===== config.mk =====
export PLATFORM = sky130hd
export DESIGN_NAME = addsub_acc_pipe
export DESIGN_NICKNAME = d
export VERILOG_FILES = /design/src/rtl/addsub_acc_pipe.sv
export SDC_FILE = /design/constraint.sdc
export NUM_CORES = 1
export LEC_CHECK = 0
export BUFFER_PORTS_ARGS = -buffer_cell sky130_fd_sc_hd__buf_2
export CAP_MARGIN = 20
export CORE_ASPECT_RATIO = 1.75
export CORE_MARGIN = 2
export CORE_UTILIZATION = 45
export DETAILED_ROUTE_END_ITERATION = 8
export PLACE_DENSITY = 0.8
export REMOVE_ABC_BUFFERS = 1
export SYNTH_ARGS = -nofsm -noshare
export SYNTH_HDL_FRONTEND = slang
export SYNTH_SLANG_ARGS = --single-unit

===== constraint.sdc =====
create_clock -name CLK -period 4.8 [get_ports CLK]
set_input_delay 0.48 -clock CLK [delete_from_list [all_inputs] [get_ports CLK]]
set_output_delay 0.48 -clock CLK [all_outputs]
set_load 0.01 [all_outputs]

===== src/rtl/addsub_acc_pipe.sv =====
// Registered add/subtract unit with carry, signed overflow, sticky overflow and accumulator.
// Optional output saturation on signed overflow when ADDSUB_ACC_SAT_EN is defined.
module addsub_acc_pipe #(
    parameter int WIDTH = 9
) (
    input  logic             CLK,
    input  logic             RST,
    input  logic             IN_VLD,
    input  logic [1:0]       OP,
    input  logic [WIDTH-1:0] A,
    input  logic [WIDTH-1:0] B,
    input  logic             CI,
    input  logic             CLR,
    output logic [WIDTH-1:0] S,
    output logic             CO,
    output logic             OFL,
    output logic             OFL_STKY,
    output logic             OUT_VLD
);

    localparam int MSB = WIDTH - 1;
`ifdef ADDSUB_ACC_SAT_EN
    localparam logic [WIDTH-1:0] SMAX = {1'b0, {(WIDTH-1){1'b1}}};
    localparam logic [WIDTH-1:0] SMIN = {1'b1, {(WIDTH-1){1'b0}}};
`endif

    logic [WIDTH-1:0] acc_r;
    logic [WIDTH-1:0] x_s;
    logic [WIDTH-1:0] y_s;
    logic [WIDTH:0]   sum_s;
    logic             is_add_s;
    logic             ofl_s;
    logic [WIDTH-1:0] res_s;

    // Operand selection, WIDTH+1-bit sum and signed overflow detection
    always_comb begin
        x_s      = '0;
        y_s      = '0;
        sum_s    = '0;
        is_add_s = 1'b0;
        ofl_s    = 1'b0;
        // OP 01 and 10 add, OP 00 and 11 subtract; a same-cycle CLR zeroes the accumulator operand
        is_add_s = OP[0] ^ OP[1];
        if (OP[1]) begin
            x_s = CLR ? '0 : acc_r;
        end else begin
            x_s = A;
        end
        y_s   = is_add_s ? B : ~B;
        sum_s = {1'b0, x_s} + {1'b0, y_s} + {{WIDTH{1'b0}}, CI};
        ofl_s = (x_s[MSB] == y_s[MSB]) && (sum_s[MSB] != x_s[MSB]);
    end

    // Final result: clamped on overflow when saturation is built in, otherwise wrapped
    always_comb begin
        res_s = '0;
`ifdef ADDSUB_ACC_SAT_EN
        if (ofl_s) begin
            res_s = x_s[MSB] ? SMIN : SMAX;
        end else begin
            res_s = sum_s[MSB:0];
        end
`else
        res_s = sum_s[MSB:0];
`endif
    end

    // Output registers, sticky flag and accumulator
    always_ff @(posedge CLK or posedge RST) begin
        if (RST) begin
            S        <= '0;
            CO       <= 1'b0;
            OFL      <= 1'b0;
            OFL_STKY <= 1'b0;
            OUT_VLD  <= 1'b0;
            acc_r    <= '0;
        end else begin
            if (IN_VLD) begin
                S        <= res_s;
                CO       <= sum_s[WIDTH];
                OFL      <= ofl_s;
                OUT_VLD  <= 1'b1;
                OFL_STKY <= (OFL_STKY & ~CLR) | ofl_s;
            end else begin
                OUT_VLD  <= 1'b0;
                OFL_STKY <= OFL_STKY & ~CLR;
            end
            if (IN_VLD && OP[1]) begin
                acc_r <= res_s;
            end else if (CLR) begin
                acc_r <= '0;
            end else begin
                acc_r <= acc_r;
            end
        end
    end

endmodule


==> results of run 1 <==
logic make-up after synthesis:
| kind of cell | after synthesis |
|---|---|
| and+or+nand+nor | 54 |
| buffers and inverters | 17 |
| DFF | 22 |
| xor gates and xnor gates | 13 |
| AOI/OAI and AO/OA | 40 |
| adders and majority gates | 10 |
| muxes | 11 |
power by group through the flow:
stage	Combinational (W)	Clock, W	Sequential (W)
after global routing	0.000343	0.000127	0.000266
after floorplan	0.000196	0	0.000278
after CTS	0.000309	0.000119	0.000260
final	0.000309	0.000115	0.000259
after global placement	0.000300	0	0.000261
after detailed placement	0.000307	0	0.000263
cells in the mapped netlist, drive strengths merged, types with 2 or more instances:
master,number,area [sq um]
a211o,2,17.5
a211oi,2,25.0
a21o,2,16.3
a21oi,8,40.0
a31oi,3,18.8
and3,3,18.8
buf,3,13.8
clkbuf,3,11.3
dfrtp,22,551
fa,2,40.0
ha,8,100
inv,11,41.3
mux2,10,113
nand2,13,48.8
nand2b,2,12.5
nand3,7,35.0
nand3b,7,52.6
nor2,8,30.0
nor2b,5,31.3
nor3,2,10.0
nor3b,2,15.0
o2111ai,2,17.5
o211ai,2,15.0
o21ai,10,50.0
o31ai,4,30.0
or4,3,22.5
xnor2,12,105
through the flow:
step | setup WS, ns | hold slack (ns) | util, % | total power [W] | std cells
2_1_floorplan | 1.92 | 0.469 | - | 0.000474 | 161
3_3_place_gp | 1.42 | 0.469 | 52.8 | 0.000562 | 243
3_5_place_dp | 1.31 | 0.472 | 52.8 | 0.000569 | 243
4_1_cts | 1.60 | 0.410 | 54.1 | 0.000688 | 246
5_1_grt | 1.42 | 0.479 | 54.1 | 0.000736 | 246
6_report | 1.57 | 0.376 | 54.1 | 0.000683 | 246
state kept, by name (all words and copies together), names as in the netlist:
name	count
CO	1
OFL	1
OFL_STKY	1
OUT_VLD	1
S	9
acc_r	9
placed cells by master (no fill, tap or decap), drive strengths merged, types with 5 or more instances in the layout:
cell type	Yosys	routed
buf	3	37
dfrtp	22	22
nand2	13	13
xnor2	12	12
inv	11	11
mux2	10	10
o21ai	10	10
a21oi	8	8
nor2	8	8
ha	8	8
nand3	7	7
nand3b	7	7
nor2b	5	5
area by class of cell:
| type | count | area share (%) |
|---|---|---|
| tap | 45 | 3.10 |
| timing repair buffer | 37 | 10.2 |
| sequential | 22 | 30.3 |
| inverter | 11 | 2.27 |
| multi-input combinational | 128 | 51.9 |
| clock buffer | 3 | 2.27 |
worst max-delay path, cell delays in order:
cell      delay, ns
buf_2          0.29
xor2_2         0.57
xnor2_1        0.17
fa_1           0.46
fa_1           0.46
a211oi_2       0.26
o211ai_1       0.23
and3_1         0.20
a211o_1        0.25
routing by layer:
| metal | track usage (%) | wire length [um] |
|---|---|---|
| met5 | 0 | 0 |
| met4 | 12.0 | 92 |
| met3 | 0.909 | 104 |
| met2 | 36.9 | 2030 |
| met1 | 21.4 | 1430 |
worst max-delay path by stage:
stage,cells past startpoint,endpoint,slack (ns)
final,9,S[8],1.57
after global routing,9,S[8],1.42
after CTS,9,S[8],1.60
after detailed placement,9,S[8],1.31
after global placement,9,S[8],1.42
after floorplan,8,S[8],1.92
==> impl_metrics.csv, run 1 <==
group,metric,value,unit
place,place_area,1780,sq um
clock_tree,postCtsSetupBuffers,0,
setup_path,cp-end-kind,"flip-flop",
synth,synth-edff-count,0,
drt,wire_per_inst,14.8,um
drt,drc,0,
setup_path,path_class,"input pin to flip-flop",
cells_and_area,insertedDiodeCount,0,
cells_and_area,multi_input_comb_area,943,sq um
drt,postRouteAntennaNets,0,
synth,synth_seq_cells,22,
synth,synth_cell_types,39,
synth,synth-simple-area-share,18.5,%
clock_tree,cts_resized,0,
power_and_ir_drop,power.leakage,0.874,nW
floorplanning,io_pins,38,
synth,synth_ff_type,"dfrtp_1",
global_route,grt_pass1_vias,1363,
clock_tree,cts_sinks,22,
place,gp_congestion,0.857,
drt,first_pass_iters,4,
clock_tree,insertion_delay,0.26,ns
power_and_ir_drop,p_seq_share,37.9,%
place,portBuffers,37,
synth,synth_mux_area_share,7.86,%
power_and_ir_drop,internal_power,0.000431,W
synth,synth_xor_area_share,7.78,%
synth,yosysSeqAreaShare,35.3,%
synth,netlist_area,1560,sq um
floorplanning,rows,28,
global_route,grt_max_degree,23,
floorplanning,die_area,3970,sq um
cells_and_area,fillCellCount,329,
power_and_ir_drop,p_comb_share,45.3,%
setup_path,rr_endpoint,"S[8]",
timing,setup_viol,0,
timing,rsz0062_at_grt,"false",
worst_hold_path,hp-class,"input pin to async pin",
synth,synth_compound_area_share,17.3,%
synth,netlist_instances,167,
setup_path,reg2reg_from,"acc_r[0]",
clock_tree,clk_path_buf_depth,2,
setup_path,startpoint_type,"input pin",
floorplanning,initial_core_util,46.4,%
drt,via_per_inst,5.55,
timing,slew_violations,0,
floorplanning,die_w,48.5,um
synth,async_flop_share,100,%
timing,fmax,310,MHz
status,status,"complete, no violations",
synth,synthAdderAreaFrac,8.98,%
clock_tree,clkTransAtPathRegs,0.08,ns
timing,worst_clock_skew,0.00261,ns
cells_and_area,finalInstanceArea,1820,sq um
synth,synth_top_family_by_area,"simple AND/OR/NAND/NOR gates",
floorplanning,die-height,81.9,um
setup_path,crit_arrival,3.38,ns
drt,drtIter0Drc,33,
clock_tree,cts-root-buf,"clkbuf_8",
cells_and_area,seq_area,551,sq um
global_route,grt_pass1_wl,6000,um
power_and_ir_drop,swShare,36.8,%
timing,timing.final.crit_share,67.3,%
global_route,gr-usage-all-layers,19.5,%
power_and_ir_drop,ir_drop,0.000208,V
cells_and_area,syn_to_final_growth,16.5,%
drt,wl,3650,um
power_and_ir_drop,p_per_area,376,nW/um^2
global_route,grt_overflow,0,
timing,relSlewSlack,43.2,%
drt,vias,1366,
cells_and_area,drive_above_1_share,26.9,%
floorplanning,core_area,3360,sq um
clock_tree,htreeDepth,1,
clock_tree,cts_hold_buf,0,
synth,yosysWarningCount,0,
global_route,antenna_found_initial,0,
clock_tree,cts_buffers,3,
timing,hold_viol_final,0,
power_and_ir_drop,p_sw,0.000252,W
clock_tree,tritoncts,"yes",
synth,syn_area_per_cell,9.34,sq um
power_and_ir_drop,p_clk_share,16.8,%
setup_path,startpoint,"OP[1]",
setup_path,r2r_slack,2.22,ns
setup_path,rr_worst_depth,8,
timing,min_period,3.23,ns
setup_path,crit_fanout,16,
setup_path,cp.required,4.95,ns
timing,tns,0,ns
timing,tightest_slew,0.851,ns
run,maxCapViolCount,0,
cells_and_area,nets,238,
place,hpwl,2720,um
No activity file was read; power rests on OpenSTA's default activity.
==> inputs of run 2 (changes only) <==
clock period = 3.4 ns   (was 4.8 ns; I/O delays follow)
==> run 2 against run 1 <==
  * Sequential share of layout area is 0.73 points lower
  * Register-to-register slack worse by 1.4 ns
  * Routed wire length is 5.1% higher
  * Sequential cell count stayed put
  * Critical path depth stayed put
  * Final cell count is 1.2% higher
  * Clock skew is 0.0084 ns higher
  * Sequential power is 41% higher
  * Largest cell class unchanged
==> impl_metrics.csv, run 2 (synthesized netlist as in run 1, its figures left out) <==
group,metric,value,unit
status,status,"complete, no violations",
clock_tree,tritoncts,"yes",
drt,drc,0,
cells_and_area,syn_to_final_growth,19.4,%
setup_path,cp_num_buf_inv,1,
cells_and_area,nets,240,
setup_path,path_class,"input pin to flip-flop",
clock_tree,clk_path_buf_depth,2,
floorplanning,die_w,48.5,um
timing,setup_viol,0,
run,maxCapViolCount,0,
cells_and_area,finalInstanceArea,1860,sq um
drt,first_pass_iters,4,
clock_tree,cts-root-buf,"clkbuf_8",
clock_tree,htreeDepth,1,
cells_and_area,final_common_cell,"buf_2",
place,portBuffers,37,
clock_tree,cts_resized,0,
cells_and_area,insertedDiodeCount,0,
drt,vias,1393,
place,dp_slack,0.514,ns
drt,wire_per_inst,15.4,um
power_and_ir_drop,internal_power,0.000691,W
cells_and_area,utilization,55.4,%
global_route,grt_pass1_vias,1427,
power_and_ir_drop,p_comb_share,42.1,%
drt,via_per_inst,5.59,
timing,hold_viol_final,0,
power_and_ir_drop,p_clk_share,23.3,%
clock_tree,postCtsSetupBuffers,0,
clock_tree,cts_hold_buf,0,
setup_path,cp-end-kind,"flip-flop",
drt,postRouteAntennaNets,0,
floorplanning,initial_core_util,46.4,%
global_route,grt_pass1_wl,6200,um
global_route,grt_max_degree,23,
timing,setup_slack,0.742,ns
timing,rsz0062_at_grt,"false",
setup_path,crit_arrival,2.82,ns
place,place_area,1790,sq um
floorplanning,die-height,81.9,um
clock_tree,cts_buffers,3,
power_and_ir_drop,p_sw,0.000368,W
timing,fmax,376,MHz
power_and_ir_drop,p_seq_share,34.5,%
floorplanning,die_area,3970,sq um
place,hpwl,2770,um
floorplanning,io_pins,38,
setup_path,crit_top_cell,"fa_1",
global_route,grt_overflow,0,
drt,drtIter0Drc,57,
cells_and_area,top_regs,"S x9, acc_r x9",
power_and_ir_drop,ir_drop,0.000306,V
place,gp_congestion,0.855,
clock_tree,cts_sinks,22,
power_and_ir_drop,swShare,34.8,%
floorplanning,core_area,3360,sq um
timing,tightest_slew,0.848,ns
setup_path,crit_family,"adder cells",
drt,wl,3840,um
global_route,gr-usage-all-layers,20.2,%
timing,slew_violations,0,
setup_path,path_cells,"buf_2 -> xor2_2 -> xnor2_1 -> fa_1 -> fa_1 -> a211oi_2 -> o211ai_1 -> and3_1 -> a211o_1",
clock_tree,clkTransAtPathRegs,0.09,ns
cells_and_area,final_cell_mix,"buf_2, dfrtp_1, nand2_1, xnor2_1, inv_1",
timing,timing.final.crit_share,78.2,%
setup_path,crit_fanout,16,
setup_path,cp.required,3.57,ns
worst_hold_path,hp-class,"input pin to async pin",
setup_path,startpoint_type,"input pin",
cells_and_area,drive_above_1_share,27.9,%
timing,worst_clock_skew,0.0110,ns
global_route,antenna_found_initial,0,
clock_tree,insertion_delay,0.27,ns
setup_path,worst_path_largest_cell_delay,0.48,ns
timing,min_period,2.66,ns
setup_path,cp_slowest_cell,"fa_1",
timing,tns,0,ns
power_and_ir_drop,power.leakage,0.897,nW
power_and_ir_drop,p_per_area,568,nW/um^2
floorplanning,rows,28,
timing,relSlewSlack,43.4,%
==> run 2: cell count changes in the layout (fill, tap and decap cells not counted) <==
cell and change:
buf_4 +2, bufinv_16 +1
==> run 2: final cells by class <==
class / count / area (sq um)
tap: 45 / 56.3
clock buffer: 3 / 41.3
clock inverter: 1 / 30.0
inverter: 11 / 41.3
fill: 325 / 1500
multi-input combinational: 128 / 943
timing repair buffer: 39 / 200
sequential: 22 / 551
==> run 2: layer usage <==
layer / routed length (um) / vias up / GRT usage [%] / share of wire (%)
met5: 0 / - / 0 / 0
met4: 138 / 0 / 12.0 / 3.6
met3: 164 / 14 / 1.45 / 4.3
met2: 2080 / 46 / 40.3 / 54
met1: 1460 / 665 / 20.5 / 38
li1: - / 668 / - / -
==> run 2: path summary, 6_finish.rpt <==
path,from,endpoint,slack [ns],depth (start not counted)
worst max register to register,acc_r[0],S[8],0.78,8
max in group asynchronous,RST,acc_r[4],2.64,2
worst min register to register,S[8],S[8],0.50,1
worst max-delay path,OP[1],S[8],0.74,9
worst min-delay path,RST,S[4],0.23,2
min in group CLK,IN_VLD,OUT_VLD,0.37,1
==> run 2: power by group through the flow <==
stage                     Clock (W)  Combinational, W  Sequential, W
after CTS                  0.000251          0.000448       0.000367
after detailed placement          0          0.000440       0.000371
after floorplan                   0          0.000276       0.000393
after global routing       0.000264          0.000490       0.000375
final                      0.000247          0.000446       0.000366
after global placement            0          0.000430       0.000368
==> run 2: through the flow <==
stage / hold WS, ns / std cells / total power [W]
floorplan: 0.329 / 161 / 0.000669
global placement: 0.473 / 245 / 0.000798
detailed placement: 0.483 / 245 / 0.000811
CTS: 0.261 / 249 / 0.00107
global route: 0.315 / 249 / 0.00113
finish: 0.227 / 249 / 0.00106
==> run 2: worst register-to-register path, stage by stage (launching register included) <==
cell	delay, ns
dfrtp_1	0.39
nand3b_1	0.08
o21ai_0	0.13
fa_1	0.51
fa_1	0.48
a211oi_2	0.24
o211ai_1	0.23
and3_1	0.21
a211o_1	0.26
